$ cat config.mk
export PLATFORM = sky130hd
export DESIGN_NAME = wb_stage
export DESIGN_NICKNAME = d
export VERILOG_FILES = /design/src/rtl/wb_stage.sv
export SDC_FILE = /design/constraint.sdc
export NUM_CORES = 1
export LEC_CHECK = 0
export BUFFER_PORTS_ARGS = -buffer_cell sky130_fd_sc_hd__buf_4
export CORE_AREA = 2 2 105 107
export CTS_CLUSTER_DIAMETER = 50
export CTS_CLUSTER_SIZE = 14
export DETAILED_ROUTE_END_ITERATION = 16
export DIE_AREA = 0 0 107 109
export PLACE_DENSITY_LB_ADDON = 0.08
export SLEW_MARGIN = 20
export SYNTH_ARGS = -nofsm -noshare
export SYNTH_HDL_FRONTEND = slang
export SYNTH_SLANG_ARGS = --single-unit
$ cat constraint.sdc
create_clock -name clk -period 2 [get_ports clk]
set_input_delay 0.4 -clock clk [delete_from_list [all_inputs] [get_ports clk]]
set_output_delay 0.4 -clock clk [all_outputs]
set_load 0.01 [all_outputs]
$ cat src/rtl/wb_stage.sv
// ---------------------------------------------------------------------------
// wb_stage
//
// Write-back end of the register-file interface.
//
// This block holds the MEM/WB pipeline register and chooses between the ALU
// result and load data. It drives the register-file write port. It also keeps
// a pending-write scoreboard with one small counter per register. The decode
// stage queries that scoreboard to detect RAW hazards.
//
// Optional feature (compile-time macro): WB_WRITE_THROUGH_EN
//   When this macro is defined, a register whose only pending writer is in WB
//   this cycle is not reported as pending. That writer is the committing,
//   non-frozen instruction. The register file is write-before-read, so decode
//   already sees the new value in that cycle. When the macro is undefined,
//   pending means "counter is non-zero".
//
// Ports:
//   clk          clock, all state updates on the rising edge
//   rst          asynchronous active-low reset
//   freeze       hold the WB register; no retire, no scoreboard decrement
//   mem_valid    MEM stage presents an instruction
//   mem_wb_en    that instruction writes a register
//   mem_r_en     that instruction is a load (select mem_data)
//   mem_commit   0 = squashed: retire from the scoreboard but do not write
//   mem_dest     destination register of the MEM instruction
//   alu_result   EXE result
//   mem_data     load data
//   issue_valid  an instruction leaves decode this cycle
//   issue_wb_en  the issued instruction will write a register
//   issue_dest   destination of the issued instruction
//   src1, src2   decode source registers
//   two_src      src2 is live
//   wb_dest      register-file write address
//   wb_value     register-file write data
//   wb_we        register-file write enable
//   hazard       decode must stall
//   sb_error     sticky scoreboard overflow/underflow flag
// ---------------------------------------------------------------------------
module wb_stage #(
  parameter int DATA_W    = 32,
  parameter int ADDR_W    = 4,
  parameter int REG_COUNT = 16,
  parameter int CNT_W     = 2
) (
  input  logic              clk,
  input  logic              rst,
  input  logic              freeze,
  input  logic              mem_valid,
  input  logic              mem_wb_en,
  input  logic              mem_r_en,
  input  logic              mem_commit,
  input  logic [ADDR_W-1:0] mem_dest,
  input  logic [DATA_W-1:0] alu_result,
  input  logic [DATA_W-1:0] mem_data,
  input  logic              issue_valid,
  input  logic              issue_wb_en,
  input  logic [ADDR_W-1:0] issue_dest,
  input  logic [ADDR_W-1:0] src1,
  input  logic [ADDR_W-1:0] src2,
  input  logic              two_src,
  output logic [ADDR_W-1:0] wb_dest,
  output logic [DATA_W-1:0] wb_value,
  output logic              wb_we,
  output logic              hazard,
  output logic              sb_error
);

  localparam logic [CNT_W-1:0] CNT_MAX = '1;
  localparam logic [CNT_W-1:0] CNT_ONE = CNT_W'(1);

  logic              wb_valid_q;
  logic              wb_en_q;
  logic              wb_commit_q;
  logic [ADDR_W-1:0] wb_dest_q;
  logic [DATA_W-1:0] wb_data_q;

  logic [CNT_W-1:0]     cnt_q [REG_COUNT];
  logic [CNT_W-1:0]     cnt_d [REG_COUNT];
  logic [REG_COUNT-1:0] inc_hit;
  logic [REG_COUNT-1:0] dec_hit;
  logic [REG_COUNT-1:0] pend;
  logic                 err_set;
  logic                 retire;
  logic                 issue_fire;
  logic                 src1_pend;
  logic                 src2_pend;

  // MEM/WB register. While freeze is high, every field holds.
  // A MEM-stage bubble still loads, with valid cleared.
  always_ff @(posedge clk or negedge rst) begin
    if (!rst) begin
      wb_valid_q  <= 1'b0;
      wb_en_q     <= 1'b0;
      wb_commit_q <= 1'b0;
      wb_dest_q   <= '0;
      wb_data_q   <= '0;
    end else if (!freeze) begin
      wb_valid_q  <= mem_valid;
      wb_en_q     <= mem_wb_en;
      wb_commit_q <= mem_commit;
      wb_dest_q   <= mem_dest;
      wb_data_q   <= mem_r_en ? mem_data : alu_result;
    end
  end

  assign wb_dest  = wb_dest_q;
  assign wb_value = wb_data_q;
  assign wb_we    = wb_valid_q & wb_en_q & wb_commit_q & ~freeze;

  // A squashed instruction still retires, because its issue was counted.
  assign retire     = wb_valid_q & wb_en_q & ~freeze;
  assign issue_fire = issue_valid & issue_wb_en;

  // Work out which counter each event targets.
  // An out-of-range destination matches no counter.
  always_comb begin
    inc_hit = '0;
    dec_hit = '0;
    for (int r = 0; r < REG_COUNT; r++) begin
      inc_hit[r] = issue_fire && (issue_dest == ADDR_W'(r));
      dec_hit[r] = retire && (wb_dest_q == ADDR_W'(r));
    end
  end

  // Next counter values.
  // An increment and a decrement on the same edge cancel out.
  // Saturation at either end holds the counter and raises the error.
  always_comb begin
    err_set = 1'b0;
    for (int r = 0; r < REG_COUNT; r++) begin
      cnt_d[r] = cnt_q[r];
      if (inc_hit[r] && !dec_hit[r]) begin
        if (cnt_q[r] == CNT_MAX) begin
          err_set = 1'b1;
        end else begin
          cnt_d[r] = cnt_q[r] + CNT_ONE;
        end
      end else if (dec_hit[r] && !inc_hit[r]) begin
        if (cnt_q[r] == '0) begin
          err_set = 1'b1;
        end else begin
          cnt_d[r] = cnt_q[r] - CNT_ONE;
        end
      end
    end
  end

  always_ff @(posedge clk or negedge rst) begin
    if (!rst) begin
      for (int r = 0; r < REG_COUNT; r++) begin
        cnt_q[r] <= '0;
      end
    end else begin
      for (int r = 0; r < REG_COUNT; r++) begin
        cnt_q[r] <= cnt_d[r];
      end
    end
  end

  always_ff @(posedge clk or negedge rst) begin
    if (!rst) begin
      sb_error <= 1'b0;
    end else if (err_set) begin
      sb_error <= 1'b1;
    end
  end

  // Per-register pending flags, taken from the registered counters only.
  // An issue in the current cycle is therefore not visible until the next edge.
  always_comb begin
    pend = '0;
    for (int r = 0; r < REG_COUNT; r++) begin
      pend[r] = (cnt_q[r] != '0);
`ifdef WB_WRITE_THROUGH_EN
      if ((cnt_q[r] == CNT_ONE) && wb_valid_q && wb_commit_q && wb_en_q &&
          !freeze && (wb_dest_q == ADDR_W'(r))) begin
        pend[r] = 1'b0;
      end
`endif
    end
  end

  // Register indices outside the tracked range are never pending.
  always_comb begin
    src1_pend = 1'b0;
    src2_pend = 1'b0;
    if (32'(src1) < REG_COUNT) begin
      src1_pend = pend[src1];
    end
    if (32'(src2) < REG_COUNT) begin
      src2_pend = pend[src2];
    end
  end

  assign hazard = src1_pend | (two_src & src2_pend);

endmodule

* Yosys cells after proc, flatten, opt, wreduce, memory -nomap -nowiden *
Index checks and enable logic that the tools add are counted.

storage, ports and cells
  register bits after elaboration = 72
  latch bits = 0
  RAM bits = 0
  memory bits (read-only) = 0
  output and inout port bits = 39
  memories = 0

cells by class
  add/sub/neg operators = 32
  multiply operators = 0
  div/mod/pow operators = 0
  magnitude comparators = 2
  eq/ne operators = 78
  shift-type cells = 0
  mux-type cells = 133
  bitwise operators = 8
  reduce and logical (&&, ||, !) cells = 162

operators with widths
  operator             number
  $mux 2               64
  $mux 1               66
  $eq 4x4->1 const B   16
  $logic_and 1x1->1    64
  $ne 2x2->1 const B   32
  $reduce_bool 2->1    32
  $reduce_and 3->1     16
  $add 2x1->2 const B  16
  $eq 2x2->1 const B   16
  $eq 4x3->1 const B   8
  $logic_not 1->1      32
  $logic_not 2->1      16
  $mux 32              1
  $sub 2x1->2 const B  16
  $eq 4x2->1 const B   4
  $lt 4x5->1 const B   2
  $bmux 1 s4           2
  $eq 4x1->1 const B   2
  $logic_not 4->1      2
  $and 1x1->1          6
  $not 1->1            1
  $or 1x1->1           1

* Logic depth before layout (Yosys ltp) *
  depth after elaboration = 51
  gate-level depth with buffers = 11
  mapped depth without buffers = 11

* Worst setup path before layout *
OpenSTA, ideal clock, no wires.

  path type = input -> register
  start point = input freeze
  end point = register sb_error
  library setup time = 134 ps
  arrival = 2219 ps
  setup slack = -353 ps
  stages on the path = 10
  buffers on the path = 1
  cells stage by stage = clkbuf_1 -> or2_2 -> nor3_1 -> nand2_1 -> ha_1 -> and3_1 -> a31oi_1 -> nand4_1 -> nor4_1 -> nand4_1

on the way
  cells in the longest elaborated chain, start to end = 51
  elaborated cells on any way between the ends = 128

ends and longest elaborated chain
  what                                                  RTL line  source
  start, declared                                       48        input logic freeze,
  $not 1->1 *                                           112       assign retire = wb_valid_q & wb_en_q & ~freeze;
  $and 1x1->1 *                                         112
  $logic_and 1x1->1                                     122       dec_hit[r] = retire && (wb_dest_q == ADDR_W'(r));
  $logic_and 1x1->1 or $logic_not 1->1 (tied branches)  139, 133
  $mux 1 or $logic_and 1x1->1 (tied branches)           139, 133
  $mux 1                                                133       if (inc_hit[r] && !dec_hit[r]) begin
  $mux 1                                                140       if (cnt_q[r] == '0) begin
  $mux 1                                                139       end else if (dec_hit[r] && !inc_hit[r]) begin
  (+35 left out)                                        n/a
  $mux 1                                                139
  $mux 1                                                133
  $mux 1                                                140
  $mux 1                                                139
  $mux 1                                                133
  $mux 1                                                140
  $mux 1                                                139
  $mux 1 *                                              133
  end signal, assigned                                  163       sb_error <= 1'b0;
  end signal, assigned                                  165       sb_error <= 1'b1;
  end, declared                                         66        output logic sb_error

Every way passes the cells marked *; elsewhere a longest branch is shown, timed or not.
A chain may end at the register's enable or synchronous reset.

* Worst setup path in the final report *
  start point = register cnt_q[14] (netlist name)
  end point = output hazard

on the way
  cells in the longest elaborated chain, start to end = 5
  elaborated cells on any way between the ends = 7

ends and longest elaborated chain
  what                             RTL line  source
  start, declared                  78        logic [CNT_W-1:0] cnt_q [REG_COUNT];
  start signal, assigned by index  156       cnt_q[r] <= cnt_d[r];
  $reduce_bool 2->1 *              174       pend[r] = (cnt_q[r] != '0);
  $bmux 1 s4                       192       src2_pend = pend[src2];
  $mux 1 (not written as such)     192
  $and 1x1->1                      196       assign hazard = src1_pend | (two_src & src2_pend);
  $or 1x1->1 *                     196
  end, declared                    65        output logic hazard,

Every way passes the cells marked *; elsewhere a longest branch is shown, timed or not. The select of a mux whose other input is x is not followed.

==> impl_metrics.ini <==
[global_route]
grt_busiest_layer = met2
gr-total-overflow = 0
grt_use_met3 = 0.05021
met1_usage = 0.2787
track_usage = 0.2346
grt_max_degree = 41
antenna_found_initial = 0
grt_util_met2 = 0.4095
grt_pass1_vias = 4579
grt_pass1_wl_um = 21420

[placement]
dpl.hpwl_um = 10230
portBuffers = 128
placed_area_um2 = 6361
place_ws_ps = -347.6
gp_congestion = 0.8722

[floorplan]
die_area_um2 = 11660
die_h_um = 109
core_um2 = 10600
die_w_um = 107
start_util = 0.4388
row_count = 38
io_pins = 129

[clock_network]
cts_tree = yes
clk_pin_slew_ps = 80
cts_buffers = 9
clock_path_buffers = 2
clk_latency_ps = 360
clock_sink_count = 72
cts_root_buffer = clkbuf_8
htreeDepth = 3

[critical_path]
critPathTopFamily = multiplexers
max_stage_delay_ps = 460
crit_path_end_kind = output port
r2r_slack_ps = -100
worstPathRequired_ps = 1600
worstSetupStartpointType = flop
worstPathMaxFanout = 3
timing.rr.start = wb_valid_q
arrival_ps = 1840
worst-setup-path-type = flop to output port
cp_slowest_cell = mux4_2
critPathBufInv = 1
critical_path_cell_count = 6
timing.rr.end = sb_error
r2r_cells = 11
crit_path_cell_trace = nor3_2, a21oi_1, mux4_2, nand3b_1, o221ai_2, buf_4

[timing]
hold_violations = 0
slew_headroom = 0.6655
post-route-period-util = 1.121
slew_viol_final = 0
worst_slew_pin_slew_ps = 501.7
fin_ws_ps = -242.8
finalSetupTns_ps = -418.4
fin_skew_ps = 13.70
rsz0062_at_grt = true
min_period_ps = 2243
max_freq_mhz = 445.9
setup_viol = 3

[cells_and_area]
syn_to_final_growth_pct = 52.42
drive_gt1_frac = 0.4209
nNetsFinal = 863
n_antenna_cell = 0
fin_area_um2 = 7091

[detailed_routing]
first_pass_iters = 5
wirelength_um = 13290
drt_iter0_drc = 251
drcViolationCount = 0
wl_per_cell_um = 15.00
vias_per_cell = 5.229
num_vias = 4633
ant_nets = 0

[pwr]
powerDensity_nw_per_um2 = 500.8
cellLeakagePower_uw = 0.003608
p_total_uw = 3551
vdd_drop_max_mv = 0.3945

[logic_synthesis]
synthTopCellsByArea = dfrtp_1 (39%), mux2i_1 (9.0%), ha_1 (8.6%), o21ai_0 (7.0%), nand2_1 (6.9%)
yosysWarnings = 0
yosysSeqAreaShare = 0.3873
ys_ff_latch = 72
ys_types = 38
yosysTopAreaCell = dfrtp_1
syn-num-nets = 649
ys.flop_type = dfrtp_1
synth-edff-count = 0
synthCells = 527
netlist_area_um2 = 4652
synth.avg_cell_area_um2 = 8.827
yosysTopAreaCellShare = 0.3873
synthArstFlopShare = 1.000

[status]
violations = negative setup slack
status = finished, violations left

[hold_path]
min_from = mem_commit
holdPathEnd = wb_commit_q
whs_path_depth = 2
hp-class = primary input to flop

[job]
cap_violations = 0
-- cell families after synthesis --
family / synth area share
AO/OA/AOI/OAI: 0.1530
adder cells (fa/ha/maj): 0.08822
buffers and inverters: 0.03927
flip-flops: 0.3873
multiplexers: 0.1299
AND/OR/NAND/NOR: 0.2023
-- worst max path at each step --
stage | startpoint | to | slack (ps)
4_1_cts | cnt_q[3] | hazard | -240
3_3_place_gp | freeze | sb_error | -340
5_1_grt | cnt_q[14] | hazard | -340
2_1_floorplan | freeze | sb_error | -60
3_5_place_dp | freeze | sb_error | -350
6_report | cnt_q[14] | hazard | -240
-- power breakdown --
group	total, µW	switching, µW	leakage, µW	internal, µW
Clock	1110	590	0.0000967	522
Combinational	810	374	0.00259	435
Sequential	1630	74.5	0.000919	1550
Total	3550	1040	0.00361	2510
-- routing by layer --
| layer | vias up | routed length [µm] |
|---|---|---|
| met5 | - | 0 |
| met4 | 0 | 424 |
| met3 | 33 | 714 |
| met2 | 138 | 6662 |
| met1 | 2173 | 5488 |
| li1 | 2289 | - |
-- layout by cell type, fill, tap and decap left out, types with 3 or more instances in the layout --
master | Yosys | routed
and2_1 | 3 | 3
o21ai_1 | 0 | 5
nand2_2 | 0 | 3
a211o_1 | 3 | 3
inv_1 | 29 | 29
nor4b_1 | 13 | 5
a21oi_1 | 21 | 21
nand4_1 | 4 | 4
nor2b_1 | 16 | 15
mux4_2 | 3 | 3
and3_4 | 0 | 3
ha_4 | 0 | 6
a31oi_1 | 12 | 4
dfrtp_1 | 72 | 71
or2_4 | 0 | 3
buf_6 | 0 | 5
nor4b_2 | 0 | 3
buf_4 | 0 | 214
mux2i_1 | 42 | 42
nor4b_4 | 0 | 5
nor2_2 | 1 | 6
nor2_4 | 0 | 7
ha_2 | 0 | 6
o21ai_0 | 65 | 60
o31ai_1 | 4 | 4
a31oi_2 | 0 | 6
nor2_1 | 32 | 20
a21boi_0 | 5 | 5
ha_1 | 32 | 20
clkbuf_8 | 0 | 11
mux2_2 | 8 | 7
nor3_1 | 17 | 11
nand2_1 | 85 | 76
nor3_2 | 0 | 4
nand2_4 | 0 | 6
nand3_1 | 12 | 11
o21bai_1 | 10 | 10
-- stage by stage --
step / std cells / util / hold slack (ps)
6_report: 886 / 0.6688 / 279.7
5_1_grt: 886 / 0.6688 / 275.3
4_1_cts: 885 / 0.6564 / 272.5
3_5_place_dp: 860 / 0.6000 / 368.2
3_3_place_gp: 860 / 0.6000 / 363.0
2_1_floorplan: 527 / - / 104.4
-- flip-flops by register name, indices dropped and copies added, names as in the netlist --
| signal | cells |
|---|---|
| wb_value | 32 |
| wb_en_q | 1 |
| cnt_q | 32 |
| wb_commit_q | 1 |
| wb_valid_q | 1 |
| sb_error | 1 |
| wb_dest | 4 |
-- layout make-up --
class                   instances  area, µm²
clock inverters                 4      27.53
inverters                      29      108.9
well taps                     140      175.2
multi-input cells             408       3128
fillers                       852       3512
clock buffers                  12      155.1
flip-flops and latches         72       1803
repair buffers                221       1693
-- timing repair --
item,4_1_cts,5_1_grt
pin swaps,25,15
resized for setup,72,28
setup endpoints to repair,4,12
hold endpoints to repair,8,0
hold buffers,1,0
setup buffers,8,1
-- worst reg2reg max path: stages (launching register included) --
cell     delay (ps)
dfrtp_1         360
nand2_2          80
or2_4           260
nor3_4          220
buf_6           170
nand2_4          60
ha_4            170
buf_12          130
a31oi_4         120
nand4_1         100
nor4_1          220
nand4_1         100
-- cell usage after synthesis (5+ instances only) --
cell type  count
a21boi_0       5
a21oi_1       21
a31oi_1       12
buf_2          5
clkbuf_1      12
dfrtp_1       72
ha_1          32
inv_1         29
mux2_2         8
mux2i_1       42
nand2_1       85
nand3_1       12
nor2_1        32
nor2b_1       16
nor3_1        17
nor4b_1       13
o21ai_0       65
o21bai_1      10
No activity file was read; power rests on OpenSTA's default activity.
